**src/rtl/morse_pkg.sv**
```systemverilog
// Shared types and default timing constants for the Morse element controller.
package morse_pkg;

    typedef enum logic [1:0] {
        IDLE,
        PRESS,
        GAP,
        WAIT_WORD
    } ctrl_state_t;

    typedef enum logic {
        ELEM_DOT  = 1'b0,
        ELEM_DASH = 1'b1
    } elem_t;

    localparam int unsigned DEF_UNIT_TICKS       = 1000;
    localparam int unsigned DEF_DASH_UNITS       = 2;
    localparam int unsigned DEF_LETTER_GAP_UNITS = 3;
    localparam int unsigned DEF_WORD_GAP_UNITS   = 7;
    localparam int unsigned DEF_MAX_UNITS        = 15;
    localparam int unsigned DEF_MAX_ELEMS        = 6;

endpackage

```
**src/rtl/unit_counter.sv**
```systemverilog
// Tick prescaler feeding a saturating Morse-unit counter, with a threshold compare.
module unit_counter
    import morse_pkg::*;
#(
    parameter  int unsigned UNIT_TICKS = DEF_UNIT_TICKS,
    parameter  int unsigned MAX_UNITS  = DEF_MAX_UNITS,
    localparam int unsigned UNIT_W     = $clog2(MAX_UNITS + 1)
) (
    input  logic              clk,
    input  logic              reset,
    input  logic              load,
    input  logic              count_cur,
    input  logic [UNIT_W-1:0] thresh,
    output logic [UNIT_W-1:0] units_o,
    output logic              reached_o
);

    localparam int unsigned       TICK_W    = (UNIT_TICKS > 1) ? $clog2(UNIT_TICKS) : 1;
    localparam logic [TICK_W-1:0] TICK_LAST = TICK_W'(UNIT_TICKS - 1);
    localparam logic [UNIT_W-1:0] UNIT_SAT  = UNIT_W'(MAX_UNITS);

    logic [TICK_W-1:0] tick_cnt;
    logic [UNIT_W-1:0] unit_cnt;
    logic [UNIT_W-1:0] unit_next;
    logic              tick_wrap;

    // count_cur folds the sample being taken this cycle into the compare,
    // so a threshold is seen on the very sample that completes it.
    always_comb begin
        tick_wrap = (tick_cnt == TICK_LAST);
        unit_next = unit_cnt;
        if (tick_wrap && (unit_cnt != UNIT_SAT)) begin
            unit_next = unit_cnt + UNIT_W'(1);
        end
        reached_o = ((count_cur ? unit_next : unit_cnt) >= thresh);
    end

    always_ff @(posedge clk or posedge reset) begin
        if (reset) begin
            tick_cnt <= '0;
            unit_cnt <= '0;
        end else if (load) begin
            tick_cnt <= TICK_W'(1);
            unit_cnt <= '0;
        end else begin
            tick_cnt <= tick_wrap ? '0 : tick_cnt + TICK_W'(1);
            unit_cnt <= unit_next;
        end
    end

    assign units_o = unit_cnt;

endmodule

```
**src/rtl/morse_element_ctrl.sv**
```systemverilog
// Classifies debounced key intervals into dot/dash/letter/word events and
// assembles the element pattern of each letter for the character decoder.
module morse_element_ctrl
    import morse_pkg::*;
#(
    parameter int unsigned UNIT_TICKS       = DEF_UNIT_TICKS,
    parameter int unsigned DASH_UNITS       = DEF_DASH_UNITS,
    parameter int unsigned LETTER_GAP_UNITS = DEF_LETTER_GAP_UNITS,
    parameter int unsigned WORD_GAP_UNITS   = DEF_WORD_GAP_UNITS,
    parameter int unsigned MAX_UNITS        = DEF_MAX_UNITS,
    parameter int unsigned MAX_ELEMS        = DEF_MAX_ELEMS
) (
    input  logic                               clk,
    input  logic                               reset,
    input  logic                               key_i,
    output logic                               dot_o,
    output logic                               dash_o,
    output logic                               letter_end_o,
    output logic [MAX_ELEMS-1:0]               letter_code_o,
    output logic [$clog2(MAX_ELEMS+1)-1:0]     letter_len_o,
    output logic                               letter_err_o,
    output logic                               word_end_o,
    output logic                               busy_o
);

    localparam int unsigned       UNIT_W    = $clog2(MAX_UNITS + 1);
    localparam int unsigned       LEN_W     = $clog2(MAX_ELEMS + 1);
    localparam logic [UNIT_W-1:0] DASH_TH   = UNIT_W'(DASH_UNITS);
    localparam logic [UNIT_W-1:0] LETTER_TH = UNIT_W'(LETTER_GAP_UNITS);
    localparam logic [UNIT_W-1:0] WORD_TH   = UNIT_W'(WORD_GAP_UNITS);
    localparam logic [LEN_W-1:0]  LEN_MAX   = LEN_W'(MAX_ELEMS);

    ctrl_state_t          state;
    logic                 key_prev;
    logic [MAX_ELEMS-1:0] code;
    logic [LEN_W-1:0]     len;
    logic                 err;

    logic [UNIT_W-1:0]    units;
    logic [UNIT_W-1:0]    gap_thresh;
    logic                 gap_reached;
    logic                 key_rise;
    logic                 cnt_load;
    elem_t                elem;

    always_comb begin
        key_rise   = key_i && !key_prev;
        elem       = (units >= DASH_TH) ? ELEM_DASH : ELEM_DOT;
        gap_thresh = (state == WAIT_WORD) ? WORD_TH : LETTER_TH;
        cnt_load   = 1'b0;
        case (state)
            IDLE:           cnt_load = key_rise;
            PRESS:          cnt_load = !key_i;
            GAP, WAIT_WORD: cnt_load = key_i;
            default:        cnt_load = 1'b0;
        endcase
    end

    // Only key-up samples count toward a gap; a key-down sample is compared
    // against the gap already accumulated.
    unit_counter #(
        .UNIT_TICKS (UNIT_TICKS),
        .MAX_UNITS  (MAX_UNITS)
    ) u_unit_counter (
        .clk       (clk),
        .reset     (reset),
        .load      (cnt_load),
        .count_cur (!key_i),
        .thresh    (gap_thresh),
        .units_o   (units),
        .reached_o (gap_reached)
    );

    always_ff @(posedge clk or posedge reset) begin
        if (reset) begin
            state         <= IDLE;
            key_prev      <= 1'b1;
            code          <= '0;
            len           <= '0;
            err           <= 1'b0;
            dot_o         <= 1'b0;
            dash_o        <= 1'b0;
            letter_end_o  <= 1'b0;
            letter_code_o <= '0;
            letter_len_o  <= '0;
            letter_err_o  <= 1'b0;
            word_end_o    <= 1'b0;
            busy_o        <= 1'b0;
        end else begin
            key_prev      <= key_i;
            dot_o         <= 1'b0;
            dash_o        <= 1'b0;
            letter_end_o  <= 1'b0;
            letter_code_o <= '0;
            letter_len_o  <= '0;
            letter_err_o  <= 1'b0;
            word_end_o    <= 1'b0;

            case (state)
                IDLE: begin
                    if (key_rise) begin
                        state  <= PRESS;
                        busy_o <= 1'b1;
                    end
                end

                PRESS: begin
                    if (!key_i) begin
                        dot_o  <= (elem == ELEM_DOT);
                        dash_o <= (elem == ELEM_DASH);
                        if (len == LEN_MAX) begin
                            err <= 1'b1;
                        end else begin
                            code <= MAX_ELEMS'({code, logic'(elem)});
                            len  <= len + LEN_W'(1);
                        end
                        state <= GAP;
                    end
                end

                GAP: begin
                    if (gap_reached) begin
                        letter_end_o  <= 1'b1;
                        letter_code_o <= code;
                        letter_len_o  <= len;
                        letter_err_o  <= err;
                        code          <= '0;
                        len           <= '0;
                        err           <= 1'b0;
                    end
                    if (key_i) begin
                        state <= PRESS;
                    end else if (gap_reached) begin
                        state <= WAIT_WORD;
                    end
                end

                WAIT_WORD: begin
                    if (gap_reached) begin
                        word_end_o <= 1'b1;
                    end
                    if (key_i) begin
                        state <= PRESS;
                    end else if (gap_reached) begin
                        state  <= IDLE;
                        busy_o <= 1'b0;
                    end
                end

                default: begin
                    state  <= IDLE;
                    busy_o <= 1'b0;
                end
            endcase
        end
    end

endmodule

```
**config.mk**
```make
export PLATFORM = sky130hd
export DESIGN_NAME = morse_element_ctrl
export DESIGN_NICKNAME = d
export VERILOG_FILES = /design/src/rtl/morse_pkg.sv /design/src/rtl/unit_counter.sv /design/src/rtl/morse_element_ctrl.sv
export SDC_FILE = /design/constraint.sdc
export NUM_CORES = 1
export LEC_CHECK = 0
export BUFFER_PORTS_ARGS = -buffer_cell sky130_fd_sc_hd__buf_4
export CAP_MARGIN = 15
export CORE_ASPECT_RATIO = 0.75
export CORE_UTILIZATION = 60
export CTS_CLUSTER_SIZE = 16
export DETAILED_ROUTE_END_ITERATION = 6
export GPL_ROUTABILITY_DRIVEN = 1
export PLACE_DENSITY = 0.88
export SLEW_MARGIN = 20
export SYNTH_ARGS = -nofsm -noshare
export SYNTH_HDL_FRONTEND = slang
export SYNTH_SLANG_ARGS = --single-unit
```
**constraint.sdc**
```tcl
create_clock -name clk -period 8.25 [get_ports clk]
set_clock_uncertainty 0.2 [all_clocks]
set_input_delay 0.4125 -clock clk [delete_from_list [all_inputs] [get_ports clk]]
set_output_delay 0.4125 -clock clk [all_outputs]
set_load 0.03 [all_outputs]
```
==> impl_metrics.tcl <==
set metrics [dict create \
    yosys_most_used_dff "dfrtp_1" \
    die_h_um 51.6 \
    grt_pass1_vias 1320 \
    synth_cell_types 43 \
    path_max_fanout 13 \
    synth_area_leaders "dfrtp_1 52%, ha_1 3.8%, nor2_1 3.6%" \
    synth_top_cell_by_area "dfrtp_1" \
    yosys_warnings 0 \
    initial_core_util_pct 64.8 \
    grt_max_degree 43 \
    r2r-start "u_unit_counter.tick_cnt[0]" \
    max_freq_ghz 0.272 \
    die_area_um2 3520 \
    rrSetupSlack_ns 4.57 \
    period_share_pct 44.6 \
    overflow 0 \
    critPathKind "flip-flop to flip-flop" \
    grt_use_total_pct 25.1 \
    insertion_delay_ns 0.30 \
    area_delta_synth_final_pct 13.9 \
    cts_max_path_buffers 2 \
    drtIter0Drc 88 \
    cts_root_buffer "clkbuf_8" \
    placementRows 17 \
    netlist_top_cells_count "41 x dfrtp_1, 19 x nor2_1, 11 x and2_1, 11 x nand2_1, 9 x a21oi_1" \
    dieWidth_um 68.2 \
    worstPathRequired_ns 8.30 \
    cp-start-kind "flip-flop" \
    grt_pass1_wl_um 6110 \
    syn_nets 177 \
    worstPathArrival_ns 3.72 \
    max_cap_violations 0 \
    wirelength_um 3720 \
    yosysMostFrequentCell "dfrtp_1" \
    power_density_nw_per_um2 229 \
    place.detailed.hpwl_um 2680 \
    reg2reg_depth 11 \
    endpoint_kind "flip-flop" \
    drt_pre_antenna_iters 4 \
    ir_worst_vdd_uv 171 \
    tritoncts "done" \
    slew_viol_final 0 \
    netlist_instances 168 \
    hold_class "input pin to async pin" \
    cts_hold_buf 0 \
    ioPinCount 18 \
    slew_headroom_pct 51.8 \
    async_reset_ff_share_pct 100 \
    cts_setup_buffers 0 \
    syn_area_um2 1970 \
    core-area_um2 3040 \
    yosysSeqAreaShare_pct 53.4 \
    worstReg2RegEnd "letter_len_o[0]" \
    hold_violations 0 \
    period_minus_slack_ns 3.68 \
    portBuffers 17 \
    route.vias.total 1345 \
    wire_per_inst_um 16.3 \
    rsz0062_at_grt "false" \
    place_area_um2 2140 \
    grt_antenna_before_repair 0 \
    worstMarginPinSlew_ns 0.723 \
    clock_sinks 42 \
    cts_max_level 2 \
    fin_tns_setup_ns 0 \
    status "finished clean" \
    power_leakage_nw 1.06 \
    ys_seq_elements 42 \
    syn_area_per_cell_um2 11.7 \
    drc 0 \
    synth_edf_count 0 \
    clkTransAtPathRegs_ns 0.08 \
    via_per_inst 5.87 \
    cts_inserted_buffers 5 \
    yosysTopAreaCellShare_pct 52.0 \
    antenna-diode-count 0 \
    setup_viol_count_final 0 \
    place_congestion 0.865 \
    drive_above_1_share_pct 24.1 \
    cts_resized 0 \
    fin_nets 199 \
    final_area_um2 2250 \
    ant_nets 0 \
]
## layout by cell type, fill, tap and decap left out, drive strengths merged, types with 2 or more instances in the layout
cell	synthesis	final
a21oi	9	9
a22o	7	7
and2	11	11
and3	3	3
buf	2	18
clkbuf	1	6
dfrtp	41	41
ha	6	6
inv	7	7
mux2	2	2
mux2i	3	3
nand2	11	11
nand2b	2	2
nand3	6	6
nand4	2	2
nor2	19	19
nor2b	2	2
nor3	3	3
nor3b	2	2
nor4	3	3
o21ai	2	2
or3	2	2
xnor2	5	5
xor2	5	5
## registers in the layout (all words and copies together), names as in the netlist, 2 cells and up
signal	flops
code	6
len	3
state	2
u_unit_counter.tick_cnt	10
letter_code_o	6
u_unit_counter.units_o	4
letter_len_o	3
## through the flow
step	hold slack (ns)	total power (W)	worst slack [ns]	util, %	std cells
2_1_floorplan	0.217	0.000326	5.21	-	168
3_3_place_gp	0.276	0.000345	5.05	70.2	221
3_5_place_dp	0.286	0.000355	4.68	70.2	221
4_1_cts	0.0461	0.000515	4.62	73.8	229
5_1_grt	0.0848	0.000532	4.26	73.8	229
6_report	0.0306	0.000514	4.57	73.8	229
## how the worst max path moves through the flow
stage / start / depth (start not counted) / endpoint
after floorplan: u_unit_counter.tick_cnt[0] / 11 / len[0]
after global placement: u_unit_counter.tick_cnt[0] / 11 / letter_err_o
after detailed placement: u_unit_counter.tick_cnt[0] / 11 / letter_len_o[0]
after CTS: u_unit_counter.tick_cnt[0] / 11 / letter_len_o[0]
after global routing: u_unit_counter.tick_cnt[0] / 11 / letter_len_o[0]
final: u_unit_counter.tick_cnt[0] / 11 / letter_len_o[0]
## per-layer routing
layer  track usage, %  wire [µm]  vias to the layer above
li1                 -          -                      628
met1             28.5       1490                      651
met2             41.5       1910                       54
met3             6.58        205                       12
met4             16.7        116                        0
met5                0          0                        -
## logic make-up (layout without fill, tap and decap cells)
group                      after synthesis  in the layout  share of synthesized area (%)
muxes                                    5              5                           2.86
buffers and inverters                   10             33                           2.28
DFF                                     42             42                           53.4
AOI/OAI and AO/OA                       24             24                           10.0
xor gates and xnor gates                10             10                           4.44
and+or+nand+nor                         71             71                           23.2
adders and majority gates                6              6                           3.81
## power breakdown
part | switching, W | internal (W)
clock | 0.0000718 | 0.0000903
combinational | 0.0000545 | 0.0000417
sequential | 0.0000267 | 0.000229
## cell type report
| cell class | count | area [µm²] |
|---|---|---|
| clock buffers | 6 | 72.6 |
| fillers | 196 | 796 |
| inverters | 7 | 26.3 |
| well taps | 38 | 47.5 |
| multi-input cells | 116 | 875 |
| clock inverters | 2 | 37.5 |
| repair buffers | 18 | 135 |
| flip-flops and latches | 42 | 1050 |
## critical path, cell delays in order (launching register included)
cell,delay (ns)
dfrtp_1,0.41
ha_1,0.24
nand3_1,0.20
nor3_1,0.33
nand2_1,0.12
nor2_1,0.14
mux2_2,0.36
ha_1,0.33
nor3b_1,0.33
mux2i_1,0.23
a21boi_2,0.51
and2_1,0.21
No activity file was read; power rests on OpenSTA's default activity.
